==> config.mk <==
export PLATFORM = sky130hd
export DESIGN_NAME = fifo_wr_arbiter
export DESIGN_NICKNAME = d
export VERILOG_FILES = /design/src/rtl/fifo_wr_arbiter.sv
export SDC_FILE = /design/constraint.sdc
export NUM_CORES = 1
export LEC_CHECK = 0
export CORE_MARGIN = 2
export CORE_UTILIZATION = 44
export DETAILED_ROUTE_END_ITERATION = 12
export PLACE_DENSITY = 0.76
export SYNTH_ARGS = -nofsm -noshare
export SYNTH_HDL_FRONTEND = slang
export SYNTH_SLANG_ARGS = --single-unit
==> constraint.sdc <==
create_clock -name clk_i -period 2.88 [get_ports clk_i]
set_input_delay 0.576 -clock clk_i [delete_from_list [all_inputs] [get_ports clk_i]]
set_output_delay 0.576 -clock clk_i [all_outputs]
set_load 0.01 [all_outputs]
==> src/rtl/fifo_wr_arbiter.sv <==
// Round-robin write-port arbiter with local credit flow control for a shared synchronous FIFO.
// Optional build macro FIFO_ARB_PRIO_EN: requester 0 gets strict priority over a round-robin of the rest.
`timescale 1ns/1ps
module fifo_wr_arbiter #(
  parameter int unsigned NUM_REQ   = 4,
  parameter int unsigned WIDTH     = 4,
  parameter int unsigned DEPTH     = 16,
  parameter int unsigned CNT_WIDTH = $clog2(DEPTH + 1)
) (
  input  logic                     clk_i,
  input  logic                     rst_i,
  input  logic [NUM_REQ-1:0]       req_i,
  input  logic [NUM_REQ*WIDTH-1:0] wdata_i,
  output logic [NUM_REQ-1:0]       gnt_o,
  input  logic                     fifo_full_i,
  input  logic                     fifo_pop_i,
  output logic                     fifo_wr_en_o,
  output logic [WIDTH-1:0]         fifo_wdata_o,
  output logic [CNT_WIDTH-1:0]     credits_o,
  output logic                     stall_o,
  output logic                     err_o
);

  localparam int unsigned PTR_W = (NUM_REQ > 1) ? $clog2(NUM_REQ) : 1;
  localparam int          N     = int'(NUM_REQ);

  typedef enum logic [1:0] {
    IDLE  = 2'b00,
    GRANT = 2'b01,
    STALL = 2'b10
  } state_e;

  state_e                 state_q, state_d;
  logic [PTR_W-1:0]       ptr_q, ptr_d;
  logic [NUM_REQ-1:0]     gnt_d;
  logic                   wr_en_d;
  logic [WIDTH-1:0]       wdata_d;
  logic [CNT_WIDTH-1:0]   credits_d;
  logic                   err_d;

  logic [NUM_REQ-1:0]     elig_c;
  logic [NUM_REQ-1:0]     rr_elig_c;
  logic [PTR_W-1:0]       cand_c;
  logic [PTR_W-1:0]       win_c;
  logic                   found_c;
  logic                   grant_c;

  // The just-granted requester is masked so one held word is never granted twice.
  always_comb begin
    elig_c = req_i & ~gnt_o;
`ifdef FIFO_ARB_PRIO_EN
    rr_elig_c = elig_c & ~NUM_REQ'(1);
`else
    rr_elig_c = elig_c;
`endif
  end

  // Winner search: requester 0 first when prioritised, then first eligible after the pointer.
  always_comb begin
    found_c = 1'b0;
    win_c   = ptr_q;
    cand_c  = ptr_q;
`ifdef FIFO_ARB_PRIO_EN
    if (elig_c[0]) begin
      found_c = 1'b1;
      win_c   = '0;
    end
`endif
    for (int i = 1; i <= N; i++) begin
      cand_c = PTR_W'((int'(ptr_q) + i) % N);
      if (!found_c && rr_elig_c[cand_c]) begin
        found_c = 1'b1;
        win_c   = cand_c;
      end
    end
  end

  // Next-state, next-output and credit accounting.
  always_comb begin
    state_d   = IDLE;
    ptr_d     = ptr_q;
    gnt_d     = '0;
    wr_en_d   = 1'b0;
    wdata_d   = fifo_wdata_o;
    credits_d = credits_o;
    err_d     = err_o;

    grant_c = found_c && (credits_o != '0) && !fifo_full_i;

    if (grant_c) begin
      state_d       = GRANT;
      gnt_d[win_c]  = 1'b1;
      wr_en_d       = 1'b1;
      wdata_d       = wdata_i[int'(win_c)*WIDTH +: WIDTH];
`ifdef FIFO_ARB_PRIO_EN
      if (win_c != '0) ptr_d = win_c;
`else
      ptr_d = win_c;
`endif
    end else if (elig_c != '0) begin
      state_d = STALL;
    end

    if (grant_c && !fifo_pop_i) begin
      credits_d = credits_o - CNT_WIDTH'(1);
    end else if (!grant_c && fifo_pop_i && (credits_o != CNT_WIDTH'(DEPTH))) begin
      credits_d = credits_o + CNT_WIDTH'(1);
    end

    if ((fifo_pop_i && (credits_o == CNT_WIDTH'(DEPTH))) || (fifo_wr_en_o && fifo_full_i)) begin
      err_d = 1'b1;
    end
  end

  always_ff @(posedge clk_i or negedge rst_i) begin
    if (!rst_i) begin
      state_q      <= IDLE;
      ptr_q        <= PTR_W'(NUM_REQ - 1);
      gnt_o        <= '0;
      fifo_wr_en_o <= 1'b0;
      fifo_wdata_o <= '0;
      credits_o    <= CNT_WIDTH'(DEPTH);
      err_o        <= 1'b0;
    end else begin
      state_q      <= state_d;
      ptr_q        <= ptr_d;
      gnt_o        <= gnt_d;
      fifo_wr_en_o <= wr_en_d;
      fifo_wdata_o <= wdata_d;
      credits_o    <= credits_d;
      err_o        <= err_d;
    end
  end

  assign stall_o = (state_q == STALL);

endmodule

-- Word level (Yosys, flattened, before mapping)
Index checks and enable logic that the tools add are counted.
- add/sub/neg operators: 6
- magnitude comparators: 6
- equality and inequality tests: 3
- shifts and indexed selects: 1
- mux-type cells: 24
- bitwise logic cells: 2
- reductions and logical operators: 21
- operators by type and width (cell ; number):
    $shiftx A16 B5 Y4 ; 1
    $lt A2 B3 Y1 const B ; 5
    $mux W2 ; 6
    $logic_and A1 B1 Y1 ; 11
    $mux W1 ; 10
    $mux W5 ; 2
    $bmux W1 S2 ; 4
    $logic_not A1 Y1 ; 6
    $add A5 B1 Y5 const B ; 1
    $eq A5 B5 Y1 const B ; 1
    $ne A5 B5 Y1 const B ; 1
    $reduce_bool A5 Y1 ; 1
    $sub A5 B1 Y5 const B ; 1
    $add A2 B1 Y2 const B ; 2
    $add A2 B2 Y2 const B ; 2
    $and A4 B4 Y4 ; 1
    $mux W4 ; 1
    $not A4 Y4 ; 1
    $reduce_bool A4 Y1 ; 1
    $demux W1 S2 ; 1
    $eq A2 B2 Y1 const B ; 1
    $ge A2 B1 Y1 const B ; 1
    $reduce_bool A2 Y1 ; 1
    $logic_or A1 B1 Y1 ; 1
- register bits after elaboration: 19
- input bits: 24
- output and inout port bits: 16
- word-level logic and storage cells: 70

-- Longest topological paths before layout
Gate-level depths: netlist (run 1).
- word-level depth: 21
- gate-level depth with buffers: 12
- depth with buffers taken out: 11

-- Least setup slack after synthesis (run 1)
No wires, ideal clock.
- path type: register to register
- start point: register credits_o[1]
- end point: register credits_o[4]
- library setup time: 0.082 ns
- data arrival time: 2.391 ns
- data required time: 2.798 ns
- path slack: 0.407 ns
- cell stages (with the launch flop): 11
- buffers on the path: 1
- clock period less this slack: 2.473 ns
- cells stage by stage: dfrtp_1 > buf_2 > nor4_4 > a21oi_4 > nand3b_2 > xnor2_1 > ha_1 > o31a_2 > o41ai_4 > mux2i_1 > a211o_1
- cells in the longest elaborated chain, start to end: 7
- RTL lines (what ; RTL line ; RTL):
    from (decl) ; 19 ; output logic [CNT_WIDTH-1:0] credits_o,
    from (signal assigned) ; 122 ; credits_o <= CNT_WIDTH'(DEPTH);
    from (signal assigned) ; 130 ; credits_o <= credits_d;
    branches (longest 7 deep; another with $add A5 B1 Y5) ; n/a ;
Several ways; the timed one is not identified. The select of a mux whose other input is x is not followed.
A chain may end at the register's enable or synchronous reset.

-- Worst setup path in the final report (run 1)
- start point: register credits_o[0]
- end point: register credits_o[4]
The elaborated chain is that of the path after synthesis.

==> results of run 1 <==
[power breakdown]
group          internal (uW)  switching, uW  total (uW)
Combinational            463            426         889
Clock                   54.1           83.8         138
Sequential               370            118         488
[stage by stage]
step / instance area, sq um / worst slack [ps] / total power, uW / hold slack, ps / cells
2_1_floorplan: 1140 / 407 / 1030 / 280 / 116
3_3_place_gp: 1600 / 104 / 1340 / 458 / 189
3_5_place_dp: 1600 / -23.5 / 1390 / 466 / 189
4_1_cts: 1630 / 296 / 1520 / 489 / 193
5_1_grt: 1630 / 161 / 1620 / 526 / 193
6_report: 1630 / 296 / 1520 / 488 / 193
[worst max-delay path by stage]
stage | end | start | slack (ps)
6_report | credits_o[4] | credits_o[0] | 300
5_1_grt | credits_o[4] | credits_o[0] | 160
4_1_cts | credits_o[4] | credits_o[0] | 300
3_5_place_dp | credits_o[4] | req_i[0] | -20
3_3_place_gp | credits_o[4] | req_i[0] | 100
2_1_floorplan | credits_o[4] | credits_o[1] | 410
[per-layer routing]
layer  routed length, um  part of all wire  track usage  vias up
met5                   0                 0            0        -
met4                  32             0.012       0.0625        0
met3                 227             0.082       0.0546        5
met2                1440              0.52        0.385       46
met1                1070              0.39        0.233      501
li1                    -                 -            -      513
[cell families (layout without fill, tap and decap cells)]
group           count (synthesis)  in the layout
simple gates                   49             49
compound gates                 23             23
flops                          18             18
mux                            12             12
buf+inv                         8             55
xor+xnor                        4              4
fa+ha+maj                       2              2
[synthesized netlist by cell type, drive strengths merged, types with 2 or more instances]
master and instances:
o21ai 3, nand2 20, nor3 2, dfrtp 15, nor2b 3, mux2i 9, nand2b 4, mux2 3
xnor2 2, ha 2, nand3 3, xor2 2, nor4 2, inv 5, dfstp 3, o221ai 4
a21oi 5, buf 3, nor2 12
[registers in the layout, summed over array words and instances, names as in the netlist]
| register | flops |
|---|---|
| credits_o | 5 |
| err_o | 1 |
| fifo_wdata_o | 4 |
| gnt_o | 4 |
| ptr_q | 2 |
| state_q | 2 |
[layout make-up]
| cell class | instances | area [sq um] | area share |
|---|---|---|---|
| Clock buffer | 4 | 26.3 | 0.0161 |
| Timing Repair Buffer | 46 | 443 | 0.272 |
| Sequential cell | 18 | 454 | 0.279 |
| Inverter | 5 | 18.8 | 0.0115 |
| Multi-Input combinational cell | 90 | 649 | 0.399 |
| Tap cell | 30 | 37.5 | 0.0230 |
[critical path, stage by stage (launching register included)]
cell,delay (ps)
dfrtp_1,480
nor4_4,470
a21oi_4,110
nand3b_2,150
xnor2_1,80
ha_1,240
o31a_2,340
o41ai_4,230
mux2i_1,120
a211o_1,270
==> flow_summary_export.csv, run 1 <==
group,metric,value,unit
outcome,status,"complete, no violations",
sta,setup_violations_final,0,
drt,antenna_left,0,
clock_tree,postCtsResizedCells,0,
sta,final_min_period_over_clock_period,0.897,
sta,fin_setup_tns,0,ps
job,maxCapViolations,0,
grt,global_route_wire_length_before_repair,4460,um
cells_and_area,layout_filler_cell_count,213,
place,dp_wirelength,2280,um
critical_path,start_kind,"flop",
sta,skew,18.4,ps
sta,timing.max_slew.rel_slack,0.458,
floorplan,floorplan.die.height,54.8,um
floorplan,coreArea,2450,sq um
cells_and_area,drive_gt1_frac,0.153,
worst_hold_path,holdCritStartpoint,"err_o",
logic_synthesis,synth-seq-cells,18,
cells_and_area,final_common_cell,"clkdlybuf4s50_1",
logic_synthesis,largest_family_of_logic_cells_by_synthesized_area,"simple AND/OR/NAND/NOR gates",
power,total_leakage_power,0.000707,uW
critical_path,critical_path.reg2reg.endpoint,"credits_o[4]",
drt,count_of_vias_placed_by_the_detailed_router,1065,
critical_path,ff2ff_setup_slack,300,ps
floorplan,site_rows,18,
sta,unrepaired_setup_endpoints_after_global_routing,"false",
logic_synthesis,synth_top_area_frac,0.330,
drt,drc_errors,0,
sta,clock.fmax,387,MHz
clock_tree,worst_setup_hold_path_clk_slew,120,ps
logic_synthesis,synth.avg_cell_area,9.80,sq um
clock_tree,library_cell_used_as_clock_root_buffer,"clkbuf_4",
logic_synthesis,dominantRegCellSynth,"dfrtp_1",
worst_hold_path,whs_endpoint,"err_o",
logic_synthesis,synth.cell_area,1140,sq um
cells_and_area,finalNetCount,190,
logic_synthesis,synth_area_leader_cell,"dfrtp_1",
cells_and_area,n_antenna_cell,0,
critical_path,regToRegStartpoint,"credits_o[0]",
grt,gr-usage-all-layers,0.210,
cells_and_area,mostFrequentLayoutCells,"clkdlybuf4s50_1, nand2_1, dfrtp_1",
power,ir_worst_vdd,0.564,mV
logic_synthesis,synth_edf_count,0,
grt,grt_pass1_vias,1030,
grt,grt_max_degree,19,
logic_synthesis,post_synth_num_cell_types,38,
logic_synthesis,synthesis.instances,116,
power,power.density_cell_area,930,nW/um^2
sta,worst_tran_pin_value,810,ps
grt,overflow,0,
critical_path,critPathRequiredTime,3110,ps
place,place.port_buffers,39,
drt,detail_route.wirelength,2770,um
worst_hold_path,min-delay-path-class,"flop to flop",
critical_path,timing.critical_path.fanout_max,5,
logic_synthesis,yosysWarningCount,0,
logic_synthesis,xor_and_xnor_fraction_of_the_mapped_netlist_area,0.0308,
cells_and_area,layout-area-overhead-vs-synth,43.2,%
logic_synthesis,yosys.area_share.simple,0.233,
floorplan,die_w,54.8,um
clock_tree,clock_latency,310,ps
clock_tree,cts.sink_count,18,
place,globalplace.congestion,0.854,
logic_synthesis,yosysSeqAreaShare,0.399,
clock_tree,cts_buffer_depth,2,
logic_synthesis,synthesis.nets,142,
sta,slew_violations,0,
logic_synthesis,synth.mux.area_fraction,0.109,
clock_tree,cts_tree,"built",
clock_tree,number_of_buffers_added_by_the_clock_tree_synthesis_step,3,
drt,drt-initial-drc-count,21,
logic_synthesis,synth-compound-area-share,0.176,
floorplan,floorplan.initialDensity,0.463,
clock_tree,cts_max_level,1,
sta,finalHoldViolCount,0,
drt,routedWlPerCell,14.3,um
drt,drt_pre_antenna_iters,5,
critical_path,rr_worst_depth,9,
logic_synthesis,post_synthesis_adder_cell_area_fraction,0.0220,
critical_path,critPathCaptureType,"flop",
critical_path,worst-setup-path-type,"flop to flop",
clock_tree,cts_post_setup_buffers_inserted,0,
floorplan,io_pins,40,
grt,grt_antenna_before_repair,0,
logic_synthesis,synth_top_cells_by_area,"dfrtp_1, mux2i_1, dfstp_2, nand2_1, nor2_1",
worst_hold_path,hold_path_depth,2,
clock_tree,cts.hold.buffers_added,0,
cells_and_area,final_util,0.664,
critical_path,crit_arrival,2810,ps
drt,drt-vias-per-instance,5.52,
sta,timing.final.crit_period,2580,ps
floorplan,floorplan.die_area,3010,sq um
logic_synthesis,asyncSetResetFlopFracSynth,1.00,
(Power assumes the default switching activity.)
==> inputs of run 2 (changes only) <==
ABC_AREA = 1   (was not set)
CORE_UTILIZATION = 45   (was 44)
MAX_ROUTING_LAYER = met4   (was not set)
PLACE_DENSITY = 0.74   (was 0.76)
==> run 2 against run 1 <==
  * Total power up 35%
  * Global-route usage is 1.6 points lower
  * Highest routed layer unchanged
  * Non-clock buffer count down 6
  * Synthesized cell count is 73% higher
  * Count of clock-buffer cells in the layout is the same
  * Final area up 12%
==> flow_summary_export.csv, run 2 <==
group,metric,value,unit
outcome,status,"complete, no violations",
floorplan,io_pins,40,
logic_synthesis,yosysSeqAreaShare,0.330,
sta,final_min_period_over_clock_period,0.799,
logic_synthesis,synth_edf_count,0,
grt,global_route_wire_length_before_repair,5160,um
drt,drt-initial-drc-count,55,
job,maxCapViolations,0,
place,placedCellCount,272,
drt,drt-vias-per-instance,4.93,
cells_and_area,final_common_cell,"nand2_1",
logic_synthesis,post-synth-top-count-cell,"nand2_1",
clock_tree,cts_buffer_depth,2,
sta,clock.fmax,435,MHz
place,globalplace.congestion,0.976,
drt,count_of_vias_placed_by_the_detailed_router,1360,
worst_hold_path,min-delay-path-class,"flop to flop",
clock_tree,cts_max_level,1,
power,power.net_switching,1050,uW
power,pwr-share-comb,0.690,
logic_synthesis,synth.cell_area,1380,sq um
power,ir_worst_vdd,0.577,mV
clock_tree,library_cell_used_as_clock_root_buffer,"clkbuf_4",
floorplan,site_rows,20,
floorplan,die_w,59.3,um
cells_and_area,mostFrequentLayoutCells,"nand2_1, clkdlybuf4s50_1, nand3_1",
sta,unrepaired_setup_endpoints_after_global_routing,"false",
grt,grt_pass1_vias,1219,
clock_tree,cts_tree,"built",
power,net_switching_fraction_of_the_power,0.514,
cells_and_area,finalNetCount,270,
logic_synthesis,synthesis.instances,201,
critical_path,critPathRequiredTime,3110,ps
logic_synthesis,synthesis.nets,227,
power,power.density_cell_area,1120,nW/um^2
sta,worst_tran_pin_value,762,ps
power,cellInternalPower,991,uW
clock_tree,cts.sink_count,18,
power,sequential_share_of_power,0.237,
sta,timing.max_slew.rel_slack,0.491,
sta,setup_violations_final,0,
cells_and_area,layout-area-overhead-vs-synth,32.9,%
sta,timing.final.crit_period,2300,ps
sta,slew_violations,0,
drt,antenna_left,0,
clock_tree,postCtsResizedCells,0,
place,dp_wirelength,2490,um
power,power.clock.fraction,0.073,
floorplan,floorplan.die.height,59.3,um
sta,finalHoldViolCount,0,
place,dpl_worst_slack,283,ps
critical_path,critPathCaptureType,"flop",
cells_and_area,largest_register_by_flop_count,"credits_o",
cells_and_area,number_of_standard_cells_in_the_layout_taps_in_and_fillers_out,276,
drt,drt_pre_antenna_iters,4,
grt,overflow,0,
critical_path,timing.critical_path.fanout_max,4,
drt,drc_errors,0,
cells_and_area,n_antenna_cell,0,
logic_synthesis,synth_top_cells_by_area,"dfrtp_1, nand2_1, nand3_1, inv_1, dfstp_2",
sta,finalWorstSetupSlack,579,ps
logic_synthesis,yosysWarningCount,0,
logic_synthesis,synth_top_area_frac,0.273,
critical_path,crit_arrival,2530,ps
critical_path,worst-setup-path-type,"primary input to flop",
grt,grt_max_degree,19,
drt,detail_route.wirelength,3040,um
clock_tree,number_of_buffers_added_by_the_clock_tree_synthesis_step,3,
grt,grt_antenna_before_repair,0,
floorplan,coreArea,2980,sq um
clock_tree,worst_setup_hold_path_clk_slew,90,ps
logic_synthesis,synth-seq-cells,18,
floorplan,floorplan.die_area,3510,sq um
cells_and_area,flip_flop_count_of_the_largest_register_all_copies_and_words_added,5,
clock_tree,cts.hold.buffers_added,0,
power,total_leakage_power,0.000931,uW
cells_and_area,largestRegisters,"credits_o (5), fifo_wdata_o (4), gnt_o (4)",
cells_and_area,layout_filler_cell_count,289,
logic_synthesis,post_synth_num_cell_types,24,
grt,gr-usage-all-layers,0.194,
logic_synthesis,synth_area_leader_cell,"dfrtp_1",
sta,fin_setup_tns,0,ps
logic_synthesis,asyncSetResetFlopFracSynth,1.00,
logic_synthesis,yosys-top-cells-count,"nand2_1, nand3_1, inv_1, dfrtp_1, nor2_1",
clock_tree,clock_latency,280,ps
critical_path,start_kind,"primary input",
cells_and_area,drive_gt1_frac,0.123,
floorplan,floorplan.initialDensity,0.462,
sta,skew,2.94,ps
clock_tree,cts_post_setup_buffers_inserted,0,
logic_synthesis,synth.avg_cell_area,6.84,sq um
place,place.port_buffers,39,
drt,routedWlPerCell,11.0,um
logic_synthesis,dominantRegCellSynth,"dfrtp_1",
-- run 2: changes by cell type after synthesis, sizes merged, moves of 4 or more --
| cell | delta |
|---|---|
| nand2b | -4 |
| o221ai | -4 |
| a21oi | -4 |
| nand2 | +61 |
| nand3 | +42 |
| o21ai | +5 |
| mux2i | -9 |
| inv | +21 |
-- run 2: worst paths after layout --
path | from | end | slack, ps | depth (start not counted)
setup / recovery | req_i[0] | credits_o[4] | 580 | 15
max in group asynchronous | rst_i | state_q[1] | 1670 | 1
hold reg to reg | err_o | err_o | 500 | 2
min in group asynchronous | rst_i | credits_o[0] | 730 | 1
hold / removal | err_o | err_o | 500 | 2
setup reg to reg | ptr_q[0] | fifo_wdata_o[1] | 810 | 13
-- run 2: metrics by stage --
stage | utilization | hold slack [ps] | total power [uW] | instance area, sq um
floorplan | - | 280 | 1510 | 1380
global placement | 0.602 | 484 | 1910 | 1790
detailed placement | 0.602 | 477 | 1900 | 1790
CTS | 0.614 | 499 | 2060 | 1830
global route | 0.614 | 524 | 2280 | 1830
finish | 0.614 | 497 | 2040 | 1830
-- run 2: cell families after synthesis --
kind of cell / count (synthesis) / share of synthesized area
buffers and inverters: 28 / 0.0892
XOR/XNOR: 1 / 0.00637
AND/OR/NAND/NOR: 143 / 0.523
AO/OA/AOI/OAI: 9 / 0.0328
adder cells (fa/ha/maj): 2 / 0.0182
flip-flops: 18 / 0.330
-- run 2: cell type report --
type | count | area [sq um] | share of cell area
Clock buffer | 4 | 36.3 | 0.0198
Inverter | 26 | 100 | 0.0548
Multi-Input combinational cell | 155 | 798 | 0.437
Sequential cell | 18 | 454 | 0.248
Tap cell | 33 | 41.3 | 0.0226
Timing Repair Buffer | 40 | 398 | 0.218
-- run 2: worst max-delay path: stages --
cell and delay, ps:
clkdlybuf4s50_1 540, nand2_1 70, nand2_1 70, nor2_1 50
nor2_2 180, nand2_1 120, inv_1 140, ha_1 280
inv_1 100, o21ai_0 90, inv_1 50, nand3_1 80
nand2_1 80, nand2_1 50, nand2_1 50
-- run 2: power groups by stage --
stage	clock [uW]	combinational [uW]	sequential, uW
2_1_floorplan	0	1030	477
3_3_place_gp	0	1420	489
3_5_place_dp	0	1410	488
4_1_cts	153	1420	484
5_1_grt	170	1610	499
6_report	148	1410	483
-- run 2: routing by layer --
| metal | global-route usage | vias to the layer above | part of all wire |
|---|---|---|---|
| li1 | - | 732 | - |
| met5 | - | - | 0 |
| met1 | 0.272 | 596 | 0.50 |
| met4 | 0.0487 | 0 | 0.0072 |
| met2 | 0.287 | 28 | 0.45 |
| met3 | 0.0371 | 4 | 0.042 |
==> inputs of run 3 (changes only) <==
clock period = 2.3 ns   (was 2.88 ns; I/O delays follow)
==> run 3 against run 2 <==
  * Clock power up 10%
  * Clock skew down 2.2 ps
  * Largest cell class unchanged
  * Critical path type unchanged
  * Global-route usage up 1.4 points
  * Register-to-register slack worse by 490 ps
==> flow_summary_export.csv, run 3 (same netlist as run 2, synthesis figures left out) <==
group,metric,value,unit
outcome,status,"complete, no violations",
job,maxCapViolations,0,
sta,skew,0.722,ps
sta,timing.max_slew.rel_slack,0.841,
cells_and_area,largest_register_by_flop_count,"credits_o",
power,ir_worst_vdd,0.730,mV
clock_tree,worst_setup_hold_path_clk_slew,100,ps
sta,unrepaired_setup_endpoints_after_global_routing,"false",
drt,routedWlPerCell,11.2,um
drt,detail_route.wirelength,3210,um
critical_path,slowest_stage,"clkdlybuf4s50_1",
sta,finalHoldViolCount,0,
grt,gr-usage-all-layers,0.207,
critical_path,timing.critical_path.fanout_max,5,
cells_and_area,sequential_cell_area,454,sq um
floorplan,floorplan.die.height,59.3,um
sta,clock.fmax,489,MHz
floorplan,site_rows,20,
critical_path,critPathCaptureType,"flop",
grt,global_route_wire_length_before_repair,5620,um
sta,slew_violations,0,
sta,timing.final.crit_period,2050,ps
clock_tree,cts_buffer_depth,2,
sta,final_min_period_over_clock_period,0.890,
critical_path,worst-setup-path-type,"primary input to flop",
clock_tree,library_cell_used_as_clock_root_buffer,"clkbuf_4",
place,dpl_worst_slack,-109,ps
critical_path,crit_arrival,2280,ps
drt,drt_pre_antenna_iters,4,
cells_and_area,drive_gt1_frac,0.169,
place,dp_wirelength,2620,um
critical_path,timing.critical_path.mode_cell,"nand2_1",
floorplan,coreArea,2980,sq um
power,power.density_cell_area,1350,nW/um^2
critical_path,ff2ff_setup_slack,320,ps
floorplan,floorplan.initialDensity,0.462,
sta,setup_violations_final,0,
grt,grt_antenna_before_repair,0,
cells_and_area,layout.cell_area.non_filler,1920,sq um
cells_and_area,finalNetCount,282,
clock_tree,cts.sink_count,18,
drt,drc_errors,0,
grt,overflow,0,
power,total_leakage_power,0.000993,uW
cells_and_area,n_antenna_cell,0,
cells_and_area,flip_flop_count_of_the_largest_register_all_copies_and_words_added,5,
cells_and_area,largestRegisters,"credits_o (5), fifo_wdata_o (4), gnt_o (4)",
place,place.port_buffers,39,
place,placed_area,1870,sq um
clock_tree,number_of_buffers_added_by_the_clock_tree_synthesis_step,3,
drt,count_of_vias_placed_by_the_detailed_router,1419,
critical_path,critPathRequiredTime,2530,ps
critical_path,cpPeakStageDelay,420,ps
cells_and_area,layout_filler_cell_count,264,
drt,drt-vias-per-instance,4.93,
critical_path,regToRegStartpoint,"credits_o[1]",
clock_tree,clock_latency,290,ps
cells_and_area,final_common_cell,"nand2_1",
cells_and_area,multi_input_area,808,sq um
power,p_total,2600,uW
sta,finalWorstSetupSlack,254,ps
critical_path,rr_worst_depth,14,
floorplan,io_pins,40,
floorplan,floorplan.die_area,3510,sq um
critical_path,crit_chain,"clkdlybuf4s50_1 -> nand2_1 -> nand2_2 -> nor2_1 -> nor2_4 -> nand2_2 -> inv_1 -> ha_1 -> inv_1 -> o21ai_0 -> inv_1 -> nand3_1 -> nand2_1 -> nand2_1 -> nand2_1",
clock_tree,cts.hold.buffers_added,0,
cells_and_area,layout-area-overhead-vs-synth,39.7,%
clock_tree,cts_tree,"built",
sta,worst_hold_slack,480,ps
grt,grt_max_degree,19,
drt,antenna_left,0,
critical_path,critical_path.reg2reg.endpoint,"credits_o[4]",
sta,worst_tran_pin_value,238,ps
worst_hold_path,min-delay-path-class,"primary input to asynchronous set/reset pin",
grt,grt_pass1_vias,1316,
place,globalplace.congestion,0.901,
clock_tree,cts_max_level,1,
cells_and_area,mostFrequentLayoutCells,"nand2_1, nand3_1, clkdlybuf4s50_1",
floorplan,die_w,59.3,um
drt,drt-initial-drc-count,86,
critical_path,start_kind,"primary input",
-- run 3: routing by layer --
metal	track usage	vias to the layer above	wire length [um]
met1	0.313	642	1650
met3	0.0197	2	86
met4	0.0390	0	9
met5	-	-	0
li1	-	753	-
met2	0.303	22	1470
-- run 3: cell type report --
class / instances / area share
multi-input combinational: 155 / 0.421
clock buffer: 4 / 0.0137
sequential: 18 / 0.236
tap: 33 / 0.0215
timing repair buffer: 52 / 0.255
inverter: 26 / 0.0521
-- run 3: report_power, final --
part           internal (uW)  leakage [uW]  switching (uW)  total, uW
Sequential               461      0.000215             128        589
Clock                   67.4     0.0000150            95.7        163
Combinational            731      0.000763            1110       1850
Total                   1260      0.000993            1340       2600
-- run 3: repair_timing --
| action | CTS | global route |
|---|---|---|
| gates resized for setup | 0 | 4 |
| buffers inserted | 0 | 1 |
| endpoints found under the setup margin | 0 | 1 |
| hold endpoints to repair | 0 | 0 |
-- run 3: critical path: cells and delay by family --
| family | cells | cell delay [ps] |
|---|---|---|
| adders and majority gates | 1 | 310 |
| AOI/OAI and AO/OA | 1 | 160 |
| buffers and inverters | 4 | 600 |
| and+or+nand+nor | 9 | 740 |
-- run 3: worst max-delay path by stage --
stage | startpoint | to | slack [ps] | depth (start not counted)
after floorplan | credits_o[4] | credits_o[4] | 400 | 17
after global placement | req_i[3] | credits_o[4] | -50 | 15
after detailed placement | req_i[3] | credits_o[4] | -110 | 18
after CTS | req_i[3] | credits_o[4] | 200 | 18
after global routing | credits_o[4] | credits_o[4] | 20 | 17
final | req_i[3] | credits_o[4] | 250 | 15
-- run 3: per-stage QoR --
step,std cells,util,TNS (ps)
after floorplan,201,-,0
after global placement,283,0.629,-46.1
after detailed placement,283,0.629,-121
after CTS,287,0.638,0
after global routing,288,0.645,0
final,288,0.645,0
